`config.mk`:
```
export PLATFORM = sky130hd
export DESIGN_NAME = bcd_seg_scan
export DESIGN_NICKNAME = d
export VERILOG_FILES = /design/src/rtl/bcd_seg_scan.sv
export SDC_FILE = /design/constraint.sdc
export NUM_CORES = 1
export LEC_CHECK = 0
export ABC_AREA = 1
export ABC_CLOCK_PERIOD_IN_PS = 2100
export CORE_MARGIN = 8
export CORE_UTILIZATION = 35
export DETAILED_ROUTE_END_ITERATION = 6
export GPL_TIMING_DRIVEN = 0
export PLACE_DENSITY = 0.61
export RECOVER_POWER = 100
export REMOVE_ABC_BUFFERS = 1
export SYNTH_ARGS = -nofsm -noshare
export SYNTH_HDL_FRONTEND = slang
export SYNTH_SLANG_ARGS = --single-unit
```
`constraint.sdc`:
```
create_clock -name clk -period 2.1 [get_ports clk]
set_clock_uncertainty 0.1 [all_clocks]
set_input_delay 0.525 -clock clk [delete_from_list [all_inputs] [get_ports clk]]
set_output_delay 0.525 -clock clk [all_outputs]
set_load 0.01 [all_outputs]
```
`src/rtl/bcd_seg_scan.sv`:
```
// Three-digit multiplexed 7-segment driver with double-buffered BCD digits.
// Digits are scanned ones -> tens -> hundreds, TICKS clock cycles per slot.
module bcd_seg_scan #(
  parameter int unsigned TICKS = 50000
) (
  input  logic       clk,
  input  logic       rst_n,
  input  logic       load,
  input  logic [3:0] hundreds,
  input  logic [3:0] tens,
  input  logic [3:0] ones,
  input  logic       blank_lz,
  output logic [6:0] seg,
  output logic [2:0] an,
  output logic       load_ack
);

  localparam int unsigned CW = (TICKS > 2) ? $clog2(TICKS) : 1;
  localparam int unsigned DW = 4;
  localparam int unsigned SW = 7;

  localparam logic [SW-1:0] SEG_BLANK = 7'b1111111;
  localparam logic [SW-1:0] SEG_DASH  = 7'b0111111;
  localparam logic [2:0]    AN_OFF    = 3'b111;
  localparam logic [2:0]    AN_ONES   = 3'b110;
  localparam logic [2:0]    AN_TENS   = 3'b101;
  localparam logic [2:0]    AN_HUND   = 3'b011;

  typedef enum logic [1:0] {
    ONES = 2'd0,
    TENS = 2'd1,
    HUND = 2'd2
  } state_t;

  state_t        state;
  logic [CW-1:0] presc;

  logic [DW-1:0] act_h, act_t, act_o;
  logic [DW-1:0] sh_h, sh_t, sh_o;
  logic          pending;

  logic          tick_c;
  logic          boundary_c;
  logic [DW-1:0] cur_digit_c;
  logic          blank_c;
  logic [SW-1:0] glyph_c;
  logic [2:0]    an_c;

  // Slot prescaler: the wrap cycle is the tick.
  always_ff @(posedge clk or negedge rst_n) begin
    if (!rst_n) begin
      presc <= '0;
    end else if (tick_c) begin
      presc <= '0;
    end else begin
      presc <= presc + CW'(1);
    end
  end

  assign tick_c     = (presc == CW'(TICKS - 1));
  assign boundary_c = tick_c && (state == HUND);

  // Scan FSM; advances one digit slot per tick.
  always_ff @(posedge clk or negedge rst_n) begin
    if (!rst_n) begin
      state <= ONES;
    end else if (tick_c) begin
      unique case (state)
        ONES:    state <= TENS;
        TENS:    state <= HUND;
        HUND:    state <= ONES;
        default: state <= ONES;
      endcase
    end
  end

  // Double buffer: loads land in the shadow set and are promoted only at a
  // frame boundary; a load on the boundary itself bypasses the shadow.
  always_ff @(posedge clk or negedge rst_n) begin
    if (!rst_n) begin
      act_h    <= '0;
      act_t    <= '0;
      act_o    <= '0;
      sh_h     <= '0;
      sh_t     <= '0;
      sh_o     <= '0;
      pending  <= 1'b0;
      load_ack <= 1'b0;
    end else begin
      load_ack <= boundary_c && (load || pending);
      if (boundary_c) begin
        pending <= 1'b0;
        if (load) begin
          act_h <= hundreds;
          act_t <= tens;
          act_o <= ones;
        end else if (pending) begin
          act_h <= sh_h;
          act_t <= sh_t;
          act_o <= sh_o;
        end
      end else if (load) begin
        sh_h    <= hundreds;
        sh_t    <= tens;
        sh_o    <= ones;
        pending <= 1'b1;
      end
    end
  end

  function automatic logic [SW-1:0] seg_decode(input logic [DW-1:0] d);
    logic [SW-1:0] s;
    unique case (d)
      4'd0:    s = 7'b1000000;
      4'd1:    s = 7'b1111001;
      4'd2:    s = 7'b0100100;
      4'd3:    s = 7'b0110000;
      4'd4:    s = 7'b0011001;
      4'd5:    s = 7'b0010010;
      4'd6:    s = 7'b0000010;
      4'd7:    s = 7'b1111000;
      4'd8:    s = 7'b0000000;
      4'd9:    s = 7'b0010000;
      default: s = SEG_DASH;
    endcase
    return s;
  endfunction

  // Digit select and leading-zero blanking; invalid digits are never zero,
  // so they can never be blanked.
  always_comb begin
    cur_digit_c = act_o;
    blank_c     = 1'b0;
    an_c        = AN_OFF;
    unique case (state)
      ONES: begin
        cur_digit_c = act_o;
        an_c        = AN_ONES;
      end
      TENS: begin
        cur_digit_c = act_t;
        blank_c     = blank_lz && (act_h == '0) && (act_t == '0);
        an_c        = AN_TENS;
      end
      HUND: begin
        cur_digit_c = act_h;
        blank_c     = blank_lz && (act_h == '0);
        an_c        = AN_HUND;
      end
      default: begin
        cur_digit_c = act_o;
        an_c        = AN_OFF;
      end
    endcase
    glyph_c = blank_c ? SEG_BLANK : seg_decode(cur_digit_c);
  end

  always_ff @(posedge clk or negedge rst_n) begin
    if (!rst_n) begin
      seg <= SEG_BLANK;
      an  <= AN_OFF;
    end else begin
      seg <= glyph_c;
      an  <= an_c;
    end
  end

endmodule

```
==> flow_summary.ini, run 1 <==
[status]
status = finished, final reports clean

[synthesis]
ys_ff_latch = 54
synthTopCellsByCount = nand2_1, dfrtp_1, inv_1, nand3_1, nor2_1
synth_warnings = 0
synth_area_leaders = dfrtp_1, nand2_1, dfstp_2
synth_flop_cell = dfrtp_1
avgSynthCellArea_um2 = 7.68
synth_top_area_share_pct = 37.2
synth_cell_types = 31
synthArstFlopShare_pct = 100
postSynthCellCount = 385
synth.largest_area_cell = dfrtp_1
yosysMostFrequentCell = nand2_1
synth_area_mm2 = 0.00296
synth_enable_flop_cells = 0
yosysSeqAreaShare_pct = 46.1

[floorplanning]
core_area_mm2 = 0.00822
die_y_um = 108
rows = 33
initial_core_util_pct = 36.0
io_pins = 27
die_w_um = 108
die_area_mm2 = 0.0116

[global_route]
antenna_found_initial = 0
grt_overflow_total = 0
grt_pass1_vias = 2129
grt_pass1_wl_mm = 10.0
grt_max_degree = 32
track_usage_pct = 10.5

[sta]
period_needed_ps = 1990
rsz0062_at_grt = yes
tightest_slew_ps = 1380
fin_crit_sh_pct = 94.8
relSlewSlack_pct = 8.14
setup_viol = 0
clock.fmax_mhz = 502
setup_slack_ps = 108
hold_violations = 0
slew_violations = 0

[pwr]
power.density_mw_per_mm2 = 524
p_sw_w = 0.000430
switching_share_pct = 24.2
p_leak_nw = 1.75
seqPwrFrac_pct = 60.3
peakVddDrop_mv = 0.254
combPwrFrac_pct = 6.5
power.internal_w = 0.00135
p_clk_share_pct = 33.2
total_power_w = 0.00177

[setup_path]
cp_slowest_cell = dfstp_2
crit_arrival_ps = 1370
endpoint_kind = output port
crit_fanout = 1
r2r_setup_slack_ps = 200
criticalPathCategory = flop to output port
cp.required_ps = 1470
max_stage_delay_ps = 530
r2r_end = seg[3]
reg2reg_depth = 11
r2r-start = state[0]
start_kind = flop
worstPathBufferInverterCount = 1
crit_chain = clkdlybuf4s50_1
critPathTopFamily = flip-flops

[finish]
final_area_mm2 = 0.00338
area_growth_pct = 14.5
num_antenna_cells = 0
final_nets = 432
drive_above_1_share_pct = 10.5
post-route-util_pct = 41.2
nFillCells = 813

[drt]
drt_iter0_drc = 110
drtPass1Iterations = 4
drt-total-wl_mm = 5.57
wl_per_cell_um = 10.9
ant_nets = 0
drc_errors = 0
via_per_inst = 4.54
num_vias = 2330

[clock_tree]
clkTransAtPathRegs_ps = 100
clock_latency_ps = 310
ctsRootBufferMaster = clkbuf_8
cts.path.max_buffers = 2
cts_max_level = 2
cts_made_buffers = 5
clkSinkCount = 54
cts_tree = yes

[placement]
port_buffers = 26
globalplace.congestion = 0.846
hpwl_mm = 4.07
placedInstanceArea_mm2 = 0.00326
place_ws_ps = -1230

[hold_path]
holdPathStages = 2
min_to = sh_o[2]
min_from = sh_o[2]
hp-class = flop to flop

[flow_run]
maxCapViolations = 0
## layout by cell type, fill, tap and decap left out
master and count:
ha_4 2, clkinvlp_4 2, clkinv_2 1, or2_2 2, or2_1 1, dfstp_2 10, clkbuf_8 5, inv_1 35
nor2_1 24, nor3_1 2, buf_4 1, xor2_1 7, o21ai_0 5, clkdlybuf4s50_1 24, nand3_1 35, nand2_2 4
buf_12 1, nand3_2 2, o211ai_1 1, o21ai_1 2, clkbuf_1 1, clkinv_1 1, nand2_4 1, nand4_2 1
nand4_1 12, a21oi_1 4, nor2_2 1, dfrtp_1 44, ha_1 7, buf_2 1, nand3_4 1, nand2_1 160
inv_2 3, nor2_4 4, inv_6 1
## routing by layer
layer  global-route usage, %  vias to the layer above  wire length [um]
li1                        -                     1244                 -
met2                    15.2                       54              2350
met3                    2.04                        5               293
met5                       0                        -                 0
met1                    15.0                     1027              2860
met4                    4.16                        0                70
## per-stage QoR
step | hold WS [ps] | instances | setup TNS (ps)
after detailed placement | 359 | 504 | -18060
after floorplan | 129 | 372 | 0
final | 381 | 513 | 0
after CTS | 117 | 513 | 0
after global routing | 391 | 513 | -38.1
after global placement | 353 | 503 | -79870
## registers in the layout, summed over array words and instances, names as in the netlist
| name | flops |
|---|---|
| sh_t | 4 |
| sh_o | 4 |
| presc | 16 |
| act_h | 4 |
| sh_h | 4 |
| pending | 1 |
| an | 3 |
| seg | 7 |
| act_o | 4 |
| load_ack | 1 |
| act_t | 4 |
| state | 2 |
## kinds of logic (layout without fill, tap and decap cells)
family                     after synthesis  count (layout)  synth area share (%)
AOI/OAI and AO/OA                       12              12                  2.12
xor gates and xnor gates                 7               7                  2.07
adders and majority gates                9               9                  3.81
buffers and inverters                   53              76                  8.59
DFF                                     54              54                  46.1
and+or+nand+nor                        250             250                  37.3
## power by group through the flow
stage | clock network [W] | logic [W] | registers (W)
floorplan | 0 | 0.0000444 | 0.00109
global placement | 0 | 0.000111 | 0.00109
detailed placement | 0 | 0.000117 | 0.00109
CTS | 0.000610 | 0.000119 | 0.00107
global route | 0.000659 | 0.000134 | 0.00107
finish | 0.000589 | 0.000115 | 0.00107
## final cells by class
cell class | instances | area (um^2) | area share [%]
timing repair buffer | 28 | 277 | 8.17
tap | 105 | 131 | 3.88
inverter | 40 | 155 | 4.58
clock buffer | 5 | 68.8 | 2.03
clock inverter | 3 | 20.0 | 0.591
multi-input combinational | 278 | 1370 | 40.4
sequential | 54 | 1360 | 40.3
## worst max path at each step
stage                  start  endpoint  slack, ps  cells past startpoint
finish                 an[2]     an[2]        110                      1
global route        state[0]    seg[3]        -40                     11
CTS                 state[0]    seg[3]         20                     11
detailed placement      load  act_h[0]      -1230                      6
global placement       rst_n  state[0]      -1270                      1
floorplan           state[0]    seg[3]         90                     11
## repair_timing
action,CTS,global route
gates resized for setup,7,7
buffers inserted,1,0
hold endpoints to repair,0,0
pin swaps,0,1
hold buffers,0,0
endpoints found under the setup margin,21,18
Note: power is estimated with default switching activity, not from simulation.
==> inputs of run 2 (changes only) <==
Settings changed: GPL_TIMING_DRIVEN 0 to not set, PLACE_DENSITY 0.61 to 0.64, TNS_END_PERCENT set to 30.
==> flow_summary.ini, run 2 (synthesis results as in run 1) <==
[status]
status = finished, final reports clean

[global_route]
grt_pass1_wl_mm = 10.8
grt_overflow_total = 0
track_usage_pct = 11.3
antenna_found_initial = 0
grt_max_degree = 28
grt_pass1_vias = 2388

[setup_path]
cp_slowest_cell = dfstp_2
crit_arrival_ps = 1360
start_kind = flop
crit_chain = clkdlybuf4s50_1
criticalPathCategory = flop to output port
critPathTopFamily = flip-flops
cp.required_ps = 1470
crit_fanout = 1
endpoint_kind = output port
max_stage_delay_ps = 530
worstPathBufferInverterCount = 1

[finish]
nFillCells = 855
drive_above_1_share_pct = 9.93
num_antenna_cells = 0
largest_reg_flops = 16
final_common_cell = nand2_1
final_cell_mix = nand2_1, dfrtp_1, inv_1, nand3_1
top_regs = presc (16), seg (7)
top_register = presc
area_growth_pct = 14.1
final_nets = 437

[floorplanning]
die_w_um = 108
die_area_mm2 = 0.0116
core_area_mm2 = 0.00822
initial_core_util_pct = 36.0
die_y_um = 108
rows = 33
io_pins = 27

[clock_tree]
cts_made_buffers = 5
ctsRootBufferMaster = clkbuf_8
clock_latency_ps = 320
clkTransAtPathRegs_ps = 110
cts.path.max_buffers = 2
cts_hold_buf = 0
cts_max_level = 2
clkSinkCount = 54
cts_tree = yes

[hold_path]
hp-class = input port to async pin

[drt]
ant_nets = 0
via_per_inst = 4.68
wl_per_cell_um = 11.5
drt-total-wl_mm = 5.95
drc_errors = 0
drt_iter0_drc = 138
num_vias = 2422
drtPass1Iterations = 4

[sta]
setup_viol = 0
clock.fmax_mhz = 503
rsz0062_at_grt = no
tightest_slew_ps = 798
fin_crit_sh_pct = 94.6
hold_violations = 0
period_needed_ps = 1990
setup_slack_ps = 113
relSlewSlack_pct = 46.8
setup_tns_ps = 0
slew_violations = 0

[placement]
port_buffers = 26
globalplace.congestion = 0.843
hpwl_mm = 4.45
place_ws_ps = 81.8

[pwr]
peakVddDrop_mv = 0.220
p_leak_nw = 1.77
power.density_mw_per_mm2 = 524

[flow_run]
maxCapViolations = 0
-- run 2: metal layers --
metal | track usage (%) | wire length, um | up-vias
li1 | - | - | 1248
met1 | 15.0 | 2990 | 1116
met2 | 17.4 | 2590 | 49
met3 | 2.34 | 250 | 9
met4 | 5.15 | 119 | 0
met5 | 0 | 0 | -
-- run 2: report_power, final --
part,switching [W],internal (W),total (W)
clock network,0.000350,0.000236,0.000586
logic,0.0000650,0.0000480,0.000113
registers,0.0000102,0.00106,0.00107
total,0.000425,0.00134,0.00177
-- run 2: cell type report --
| type | instances | area, um^2 | area share, % |
|---|---|---|---|
| repair buffers | 33 | 300 | 8.90 |
| inverters | 40 | 151 | 4.49 |
| clock buffers | 5 | 68.8 | 2.04 |
| clock inverters | 3 | 20.0 | 0.593 |
| flip-flops and latches | 54 | 1360 | 40.4 |
| multi-input cells | 278 | 1340 | 39.7 |
| well taps | 105 | 131 | 3.89 |
-- run 2: what timing repair did --
| action | 4_1_cts | 5_1_grt |
|---|---|---|
| endpoints found under the hold margin | 0 | 0 |
| setup endpoints to repair | 0 | 4 |
| gates resized for setup | 0 | 7 |
| buffers inserted | 0 | 1 |
-- run 2: worst register-to-register path, delay by kind of cell (launching register included) --
kind	cells	cell delay [ps]
fa+ha+maj	1	220
flops	1	390
simple gates	6	1140
-- run 2: final timing paths --
| path | slack, ps | from | cells after the start | to |
|---|---|---|---|---|
| worst max-delay path | 110 | seg[0] | 1 | seg[0] |
| worst min-delay path | 150 | rst_n | 1 | pending |
| worst max register to register | 200 | presc[0] | 7 | act_h[2] |
| worst min register to register | 380 | sh_t[3] | 2 | sh_t[3] |
| max in group asynchronous | 600 | rst_n | 2 | act_t[3] |
| min in group clk | 380 | sh_t[3] | 2 | sh_t[3] |
-- run 2: per-stage QoR --
stage	cells	hold slack, ps	utilization, %	instance area, um^2	power, W
after floorplan	372	129	-	2850	0.00113
after global placement	509	354	40.1	3300	0.00121
after detailed placement	509	358	40.1	3300	0.00121
after CTS	517	1.14	41.2	3390	0.00181
after global routing	518	209	41.1	3370	0.00187
final	518	154	41.1	3370	0.00177
==> inputs of run 3 (changes only) <==
Settings changed: DONT_BUFFER_PORTS set to 1, PLACE_DENSITY 0.64 to 0.6, TNS_END_PERCENT 30 to 10.
==> flow_summary.ini, run 3 (synthesis results as in run 1) <==
[status]
status = finished, final reports clean

[setup_path]
endpoint_kind = flop
crit_fanout = 11
cp_num_cells = 10
start_kind = flop
crit_arrival_ps = 2090
worstPathBufferInverterCount = 2
cp.required_ps = 2250
max_stage_delay_ps = 410
criticalPathCategory = flop to flop
cp_slowest_cell = dfrtp_1
reg2reg_depth = 10
crit_top_cell = nand2_1
critPathTopFamily = simple AND/OR/NAND/NOR gates
crit_chain = inv_1 -> ha_4 -> or2_2 -> nand2_1 -> ha_1 -> inv_1 -> nand2_1 -> nand2_1 -> nand2_1 -> nand2_1

[global_route]
grt_pass1_vias = 2245
antenna_found_initial = 0
grt_max_degree = 55
grt_pass1_wl_mm = 10.7
grt_overflow_total = 0
track_usage_pct = 11.1

[drt]
drt-total-wl_mm = 5.82
drt_iter0_drc = 68
ant_nets = 0
wl_per_cell_um = 11.9
drtPass1Iterations = 4
via_per_inst = 4.63
drc_errors = 0
num_vias = 2271

[clock_tree]
cts_max_level = 2
clkTransAtPathRegs_ps = 100
cts_made_buffers = 5
cts.path.max_buffers = 2
ctsRootBufferMaster = clkbuf_8
clkSinkCount = 54
cts_tree = yes
clock_latency_ps = 300

[placement]
placedInstanceArea_mm2 = 0.00301
place_inst = 480
place_ws_ps = 93.5
hpwl_mm = 4.23
port_buffers = 0
globalplace.congestion = 0.865

[finish]
area_growth_pct = 6.09
final_nets = 409
top_regs = presc (16), seg (7)
num_antenna_cells = 0
final_cell_mix = nand2_1, dfrtp_1, inv_1, nand3_1, nor2_1
final_common_cell = nand2_1
final_area_mm2 = 0.00314
drive_above_1_share_pct = 6.49
top_register = presc
largest_reg_flops = 16
finalNonFillerCells = 490

[floorplanning]
core_area_mm2 = 0.00822
io_pins = 27
die_area_mm2 = 0.0116
die_y_um = 108
rows = 33
die_w_um = 108
initial_core_util_pct = 36.0

[hold_path]
hp-class = input port to flop
holdPathStages = 2

[sta]
clock.fmax_mhz = 516
slew_violations = 0
fin_crit_sh_pct = 92.3
setup_viol = 0
hold_violations = 0
relSlewSlack_pct = 50.5
setup_tns_ps = 0
tightest_slew_ps = 743
period_needed_ps = 1940
setup_slack_ps = 161
rsz0062_at_grt = no

[pwr]
power.density_mw_per_mm2 = 595
peakVddDrop_mv = 0.414
p_leak_nw = 1.68
total_power_w = 0.00187

[flow_run]
maxCapViolations = 0
[run 3: changes by cell type in the layout (fill, tap and decap cells not counted), moves of 2 or more]
cell,change
nand2_1,+2
dfstp_1,+10
inv_2,-2
inv_1,+2
dfstp_2,-10
clkbuf_1,-2
clkdlybuf4s50_1,-24
buf_4,-2
[run 3: layout make-up]
| class | count | area, um^2 |
|---|---|---|
| Timing Repair Buffer | 5 | 40.0 |
| Multi-Input combinational cell | 278 | 1330 |
| Sequential cell | 54 | 1360 |
| Inverter | 40 | 151 |
| Clock buffer | 5 | 68.8 |
| Tap cell | 105 | 131 |
| Clock inverter | 3 | 47.5 |
| Fill cell | 872 | 5080 |
[run 3: timing repair]
action,CTS,global route
setup endpoints to repair,0,1
endpoints found under the hold margin,54,0
hold buffers,2,0
resized for setup,0,2
setup buffers,0,0
[run 3: path summary, 6_finish.rpt]
path | slack, ps | endpoint | startpoint
setup / recovery | 160 | seg[3] | state[0]
hold / removal | 250 | sh_h[1] | hundreds[1]
setup reg to reg | 160 | seg[3] | state[0]
hold reg to reg | 380 | sh_t[0] | sh_t[0]
max in group asynchronous | 670 | load_ack | rst_n
min in group asynchronous | 760 | presc[1] | rst_n
[run 3: power breakdown]
| part | total (W) | leakage, nW | switching, W | internal, W |
|---|---|---|---|---|
| sequential | 0.00107 | 0.675 | 0.00000941 | 0.00106 |
| combinational | 0.0000765 | 0.941 | 0.0000511 | 0.0000254 |
| clock | 0.000721 | 0.0587 | 0.000359 | 0.000362 |
[run 3: routing by layer]
layer | up-vias | global-route usage, % | part of all wire [%]
met1 | 1027 | 15.7 | 53
met2 | 52 | 16.6 | 42
li1 | 1190 | - | -
met5 | - | 0 | 0
met4 | 0 | 2.68 | 0.79
met3 | 2 | 2.63 | 4.7
[run 3: metrics by stage]
stage,utilization (%),hold WS (ps)
after CTS,38.5,240
after floorplan,-,129
after detailed placement,36.6,133
after global placement,36.6,133
final,38.2,251
after global routing,38.2,233
